<file path="src/rtl/sys_feed_ctrl.sv">
`default_nettype none
// ============================================================================
// sys_feed_ctrl : loads 2*ARRAY_SIZE input FIFOs from SRAM, then feeds the
// systolic array with row skew and pulses done. Optional macro: PERF_CNT_EN.
// Rev 1.0
// ============================================================================
module sys_feed_ctrl #(
   parameter int ARRAY_SIZE = 2,
   parameter int FIFO_DEPTH = 8,
   parameter int ADDR_W     = 10,
   parameter int DATA_W     = 16,
   parameter int DRAIN_CYC  = 2 * ARRAY_SIZE
) (
   input  logic                    clk,
   input  logic                    rst_n,
   input  logic                    start_i,
   input  logic                    abort_i,
   input  logic [ADDR_W-1:0]       base_addr_i,
   output logic                    busy_o,
   output logic                    done_o,
   output logic                    err_o,
   output logic                    sram_rd_en_o,
   output logic [ADDR_W-1:0]       sram_addr_o,
   input  logic [DATA_W-1:0]       sram_rdata_i,
   output logic [DATA_W-1:0]       fifo_wdata_o,
   output logic [2*ARRAY_SIZE-1:0] fifo_wr_en_o,
   input  logic [2*ARRAY_SIZE-1:0] fifo_full_i,
   input  logic                    compute_rdy_i,
   output logic [ARRAY_SIZE-1:0]   fifo_rd_en_o,
   output logic [31:0]             perf_cycles_o
);

   localparam int c_n_fifo  = 2 * ARRAY_SIZE;
   localparam int c_n_words = c_n_fifo * FIFO_DEPTH;
   localparam int c_w_w     = (c_n_words > 1) ? $clog2(c_n_words) : 1;
   localparam int c_sel_w   = (c_n_fifo > 1) ? $clog2(c_n_fifo) : 1;
   localparam int c_t_max   = FIFO_DEPTH + ARRAY_SIZE - 2;
   localparam int c_t_w     = (c_t_max > 0) ? $clog2(c_t_max + 1) : 1;
   localparam int c_d_w     = (DRAIN_CYC > 1) ? $clog2(DRAIN_CYC) : 1;

   localparam logic [c_w_w-1:0]    c_w_last = c_w_w'(c_n_words - 1);
   localparam logic [c_t_w-1:0]    c_t_last = c_t_w'(c_t_max);
   localparam logic [c_d_w-1:0]    c_d_last = c_d_w'(DRAIN_CYC - 1);
   localparam logic [c_n_fifo-1:0] c_one    = c_n_fifo'(1);

   typedef enum logic [2:0] {
      S_IDLE  = 3'd0,
      S_LOAD  = 3'd1,
      S_FEED  = 3'd2,
      S_DRAIN = 3'd3,
      S_DONE  = 3'd4
   } state_t;

   state_t              state_q;
   logic                busy_q;
   logic                done_q;
   logic                err_q;
   logic                rd_en_q;
   logic [ADDR_W-1:0]   addr_q;
   logic [c_w_w-1:0]    w_q;
   logic                wr_valid_q;
   logic [c_sel_w-1:0]  wr_sel_q;
   logic [c_sel_w-1:0]  wr_sel_d;
   logic [c_t_w-1:0]    t_q;
   logic [c_d_w-1:0]    d_q;

   // Target FIFO of the word being issued; it is written one cycle later.
   assign wr_sel_d = c_sel_w'(int'(w_q) / FIFO_DEPTH);

   always_ff @(posedge clk or negedge rst_n) begin
      if (!rst_n) begin
         state_q    <= S_IDLE;
         busy_q     <= 1'b0;
         done_q     <= 1'b0;
         err_q      <= 1'b0;
         rd_en_q    <= 1'b0;
         addr_q     <= '0;
         w_q        <= '0;
         wr_valid_q <= 1'b0;
         wr_sel_q   <= '0;
         t_q        <= '0;
         d_q        <= '0;
      end else if (abort_i) begin
         state_q    <= S_IDLE;
         busy_q     <= 1'b0;
         done_q     <= 1'b0;
         rd_en_q    <= 1'b0;
         addr_q     <= '0;
         w_q        <= '0;
         wr_valid_q <= 1'b0;
         wr_sel_q   <= '0;
         t_q        <= '0;
         d_q        <= '0;
      end else begin
         case (state_q)
            S_IDLE: begin
               if (start_i) begin
                  state_q    <= S_LOAD;
                  busy_q     <= 1'b1;
                  err_q      <= 1'b0;
                  rd_en_q    <= 1'b1;
                  addr_q     <= base_addr_i;
                  w_q        <= '0;
                  wr_valid_q <= 1'b0;
               end
            end
            S_LOAD: begin
               wr_valid_q <= rd_en_q;
               if (wr_valid_q && fifo_full_i[wr_sel_q]) begin
                  err_q <= 1'b1;
               end
               if (rd_en_q) begin
                  wr_sel_q <= wr_sel_d;
                  if (w_q == c_w_last) begin
                     rd_en_q <= 1'b0;
                  end else begin
                     w_q    <= w_q + c_w_w'(1);
                     addr_q <= addr_q + ADDR_W'(1);
                  end
               end else begin
                  // Issue finished last cycle and the final write lands now.
                  state_q <= S_FEED;
                  t_q     <= '0;
               end
            end
            S_FEED: begin
               if (compute_rdy_i) begin
                  if (t_q == c_t_last) begin
                     state_q <= S_DRAIN;
                     d_q     <= '0;
                  end else begin
                     t_q <= t_q + c_t_w'(1);
                  end
               end
            end
            S_DRAIN: begin
               if (d_q == c_d_last) begin
                  state_q <= S_DONE;
                  done_q  <= 1'b1;
               end else begin
                  d_q <= d_q + c_d_w'(1);
               end
            end
            S_DONE: begin
               state_q <= S_IDLE;
               busy_q  <= 1'b0;
               done_q  <= 1'b0;
            end
            default: begin
               state_q <= S_IDLE;
               busy_q  <= 1'b0;
               done_q  <= 1'b0;
            end
         endcase
      end
   end

   always_comb begin
      fifo_wr_en_o = '0;
      if (wr_valid_q && !abort_i) begin
         fifo_wr_en_o = (c_one << wr_sel_q) & ~fifo_full_i;
      end
   end

   // Row i is active on beats i .. i+FIFO_DEPTH-1, giving the diagonal skew.
   always_comb begin
      fifo_rd_en_o = '0;
      if (state_q == S_FEED && compute_rdy_i && !abort_i) begin
         for (int i = 0; i < ARRAY_SIZE; i++) begin
            if (int'(t_q) >= i && int'(t_q) < i + FIFO_DEPTH) begin
               fifo_rd_en_o[i] = 1'b1;
            end
         end
      end
   end

   assign busy_o       = busy_q;
   assign done_o       = done_q;
   assign err_o        = err_q;
   assign sram_rd_en_o = rd_en_q;
   assign sram_addr_o  = addr_q;
   assign fifo_wdata_o = sram_rdata_i;

`ifdef PERF_CNT_EN
   logic [31:0] perf_q;

   always_ff @(posedge clk or negedge rst_n) begin
      if (!rst_n) begin
         perf_q <= '0;
      end else if (state_q == S_IDLE && start_i && !abort_i) begin
         perf_q <= '0;
      end else if (state_q != S_IDLE && state_q != S_DONE && perf_q != 32'hFFFF_FFFF) begin
         perf_q <= perf_q + 32'd1;
      end
   end

   assign perf_cycles_o = perf_q;
`else
   assign perf_cycles_o = '0;
`endif

endmodule
`default_nettype wire
</file>
<file path="config.mk">
export PLATFORM = sky130hd
export DESIGN_NAME = sys_feed_ctrl
export DESIGN_NICKNAME = d
export VERILOG_FILES = /design/src/rtl/sys_feed_ctrl.sv
export SDC_FILE = /design/constraint.sdc
export NUM_CORES = 1
export LEC_CHECK = 0
export BUFFER_PORTS_ARGS = -buffer_cell sky130_fd_sc_hd__buf_2
export CAP_MARGIN = 25
export CORE_UTILIZATION = 51
export DETAILED_ROUTE_END_ITERATION = 16
export PLACE_DENSITY = 0.85
export SLEW_MARGIN = 20
export SYNTH_ARGS = -nofsm -noshare
export SYNTH_HDL_FRONTEND = slang
export SYNTH_SLANG_ARGS = --single-unit
</file>
<file path="constraint.sdc">
create_clock -name clk -period 3.3 [get_ports clk]
set_clock_uncertainty 0.2 [all_clocks]
set_input_delay 0.33 -clock clk [delete_from_list [all_inputs] [get_ports clk]]
set_output_delay 0.33 -clock clk [all_outputs]
set_load 0.02 [all_outputs]
</file>
* Yosys cells after proc, flatten, opt, wreduce, memory -nomap -nowiden
Cells that the tools add are included. Widths: inputs -> output; s select.
Cells by class: shift operators 1, add/subtract/negate cells 4, bitwise operators 3, order comparisons 4, eq/ne operators 19, mux-type cells 51, reduce and logical (&&, ||, !) cells 24
Operator list (count):
- $mux 10 | 4
- $ne 3x3->1 const B | 9
- $mux 4 | 5
- $mux 5 | 4
- $pmux 10 s2 | 1
- $mux 3 | 6
- $mux 2 | 8
- $reduce_and 4->1 | 4
- $mux 1 | 13
- $pmux 3 s4 | 1
- $add 10x1->10 const B | 1
- $pmux 1 s2 | 5
- $pmux 5 s2 | 1
- $reduce_bool 3->1 | 3
- $lt 4x4->1 const B | 2
- $pmux 4 s2 | 1
- $reduce_and 2->1 | 4
- $eq 3x2->1 const B | 2
- $reduce_bool 2->1 | 3
- $reduce_or 3->1 | 2
- $add 5x1->5 const B | 1
- $eq 5x5->1 const B | 1
- $logic_and 1x1->1 | 5
- $reduce_and 5->1 | 1
- 17 further kinds | 19
Storage, ports and cells: word-level logic and storage cells 117, bits of input ports 35, output and inout port bits 68, bits in registers 31

* Logic depth before layout (Yosys ltp)
word-level depth 5, gate-level depth with buffers 8, mapped depth without buffers 7

* Worst setup path before layout
Ideal clock, no wire load.
path type register to output, start reg state_q[2], end out fifo_rd_en_o[1], data arrival time 1758 ps, cell stages (with the launch flop) 6, path slack 1012 ps, required time 2770 ps, path buffers 2, cell sequence dfrtp_1 clkbuf_1 or2_1 buf_2 or2_1 a211oi_1
Between the ends: longest elaborated chain between the ends 4
RTL lines:
- start, declared | line 54 | state_t state_q;
- start signal, assigned | line 72 | state_q <= S_IDLE;
- start signal, assigned | line 84 | state_q <= S_IDLE;
- start signal, assigned | line 98 | state_q <= S_LOAD;
- $eq 3x2->1 | line 168 | if (state_q == S_FEED && compute_rdy_i && !abort_i) begin
- $logic_and 1x1->1 (2 in a row) | line 168
- $mux 2 | line 168
- end, declared | line 29 | output logic [ARRAY_SIZE-1:0] fifo_rd_en_o,
Every way passes these cells.

* Final worst setup path
start reg w_q[0], end reg addr_q[4] (netlist: sram_addr_o[4])
Between the ends: longest elaborated chain between the ends 3
RTL lines:
- start, declared | line 60 | logic [c_w_w-1:0] w_q;
- start signal, assigned | line 117 | w_q <= w_q + c_w_w'(1);
- $eq 5x5->1 | line 114 | if (w_q == c_w_last) begin
- $ne 3x3->1 (no line)
- $reduce_and 4->1 (no line)
- end signal, assigned | line 102 | addr_q <= base_addr_i;
- end signal, assigned | line 118 | addr_q <= addr_q + ADDR_W'(1);
- end, declared | line 59 | logic [ADDR_W-1:0] addr_q;
Every way passes these cells. A chain may end at the register's enable or synchronous reset.

==> flow_summary.ini <==
[status]
status = completed

[min_path]
min_path_type = in -> reg
hold_end = sram_addr_o[5]
min-delay-start = base_addr_i[5]
whs_path_depth = 3

[critical_path]
cp-end-kind = register
r2r_start = w_q[0]
required_ns = 3.30
rr_worst_depth = 7
r2r-end = sram_addr_o[4]
critPathKind = reg -> reg
path_max_fanout = 15
cp.arrival_ns = 2.50
critPathLaunchType = register
rrSetupSlack_ns = 0.80

[sta]
setup_slack_ns = 0.797
finalMaxSlewViolations = 0
fmax_ghz = 0.400
setup_viol = 0
rsz0062_at_grt = no
finalCritPeriodShare_pct = 75.9
fin_crit_ns = 2.50
finalSetupTns_ns = 0
hold_ws_ns = 0.124
tightest_slew_ns = 0.960
hold_viol_final = 0
slew_headroom_pct = 36.0

[floorplanning]
start_util_pct = 52.7
core-area_um2 = 4350
fp.dieW_um = 69.1
dieArea_um2 = 4770
die_h_um = 69.1
io_pins = 103
fp-row-count = 24

[placement]
place.gp.congestion = 0.807
placed_cell_area_um2 = 2230
dp_cells = 321
dp_hpwl_um = 3190
pre_cts_slack_ns = 0.787
portBuffers = 38

[detailed_routing]
wirelength_um = 4440
via_per_inst = 5.49
vias = 1811
first_iter_violations = 121
ant_nets = 0
remaining_drc_errors = 0
wl_per_cell_um = 13.4
drt_pass1_iterations = 4

[cells_and_area]
final_cells = 330
fin_area_um2 = 2340
diodes = 0
layout-drive-gt1-share_pct = 20.1
area_growth_pct = 2.13
final_nets = 319

[clock_network]
cts.htree.levels = 2
clockRootBuffer = clkbuf_8
cts_made_buffers = 5
clk_pin_slew_ns = 0.07
cts_setup_buffers = 0
cts_buffer_depth = 2
cts_sinks = 31
cts_tree = done
clk_latency_ns = 0.29

[synth]
synth_compound_area_share_pct = 17.1
synth_cells = 259
yosys.area_share.adder_pct = 3.81
yosys_warnings = 0
synthTopCellsByArea = dfrtp_1 (34%), buf_4 (16%), a21oi_1 (4.1%)
synth_xor_area_share_pct = 0.381
synthesis.area_um2 = 2300
synth_seq_cells = 31
async_flop_share_pct = 100
synth_top_area_share_pct = 33.8
muxShareOfSynthArea_pct = 3.43
synth_cell_types = 55
synth_edf_count = 0
synthFlopType = dfrtp_1
synth_top_area_cell = dfrtp_1
synthSimpleGateAreaFrac_pct = 20.9
synth_top_family_by_area = simple AND/OR/NAND/NOR gates
syn_area_per_cell_um2 = 8.86
yosysSeqAreaShare_pct = 33.8

[power]
p_leak_nw = 1.11
ir_drop_v = 0.000269
p_per_area_nw_per_um2 = 418

[global_routing]
grt_usage_pct = 18.5
grt_max_degree = 32
grt_first_pass_wirelength_um = 7090
grt_pass1_vias = 1617
overflow = 0
antenna_found_initial = 0

[flow_run]
drv_cap = 0
-- final cells by class --
| class | instances | area (um^2) |
|---|---|---|
| fillers | 415 | 2010 |
| multi-input cells | 190 | 1170 |
| flip-flops and latches | 31 | 776 |
| repair buffers | 39 | 200 |
| clock buffers | 8 | 100 |
| well taps | 52 | 65.1 |
| inverters | 10 | 37.5 |
-- state kept, by name, summed over array words and instances (netlist names) --
signal        cells
sram_addr_o      10
wr_sel_q          2
done_o            1
state_q           3
t_q               4
w_q               5
busy_o            1
d_q               2
wr_valid_q        1
sram_rd_en_o      1
err_o             1
-- cell usage after synthesis, drive strengths merged, types with 2 or more instances --
cell and count:
nand3b 4, nor2 24, and3 4, dfrtp 31, nand2 9, mux4 2
a32oi 2, o21ai 16, a311oi 2, inv 10, mux2i 3, ha 7
o22ai 4, a31oi 2, or3 5, clkbuf 3, o31a 3, a211oi 6
a22o 2, nand3 7, nand2b 3, a21oi 19, nor3 8, nor4b 2
nor3b 3, buf 56, nor2b 3, or2 3
-- worst max-delay path, stage by stage, from the launching register on --
cell and delay [ns]:
dfrtp_1 0.38, ha_1 0.18, and3_1 0.16, ha_1 0.19
nor2b_1 0.07, a311oi_2 0.84, o21ai_0 0.26, o21ai_0 0.14
-- through the flow --
| step | power [mW] | utilization, % |
|---|---|---|
| after global routing | 1.03 | 53.9 |
| after detailed placement | 0.653 | 51.3 |
| after global placement | 0.646 | 51.3 |
| after floorplan | 0.659 | - |
| after CTS | 0.991 | 53.9 |
| final | 0.980 | 53.9 |
-- routing by layer --
| metal | up-vias | GRT usage [%] | share of wire, % |
|---|---|---|---|
| met5 | - | 0 | 0 |
| met4 | 0 | 8.16 | 0.86 |
| met3 | 5 | 5.12 | 4.8 |
| met2 | 59 | 30.7 | 52 |
| met1 | 877 | 22.2 | 42 |
| li1 | 870 | - | - |
-- power breakdown --
part,switching [mW],leakage [nW],internal [mW]
combinational,0.137,0.641,0.0716
clock,0.142,0.0515,0.190
sequential,0.0375,0.422,0.402
-- worst max path at each step --
stage,startpoint,depth (start not counted),slack [ns],endpoint
finish,w_q[0],7,0.80,sram_addr_o[4]
global route,w_q[0],7,0.63,w_q[3]
CTS,w_q[0],7,0.79,w_q[3]
detailed placement,w_q[0],7,0.79,w_q[3]
global placement,w_q[0],7,0.97,w_q[3]
floorplan,state_q[2],5,1.01,fifo_rd_en_o[1]
-- cell families after synthesis --
logic type	after synthesis
AND/OR/NAND/NOR	83
buffers and inverters	69
AO/OA/AOI/OAI	62
flip-flops	31
adder cells (fa/ha/maj)	7
multiplexers	5
other	1
XOR/XNOR	1
-- layout by cell type (no fill, tap or decap), types with 4 or more instances in the layout --
cell,instances
a211oi_1,6
o21ai_0,15
nand3b_1,4
ha_1,7
or3_1,4
nor2_1,23
nand3_1,6
inv_1,10
buf_2,38
dfrtp_1,31
o22ai_1,4
and3_1,4
nor3_1,8
clkbuf_8,7
a21oi_1,19
conb_1,32
nand2_1,9
-- repair_timing --
action,CTS,global route
hold endpoints to repair,31,0
hold buffers,1,0
resized for setup,0,0
No activity file was read; power rests on OpenSTA's default activity.
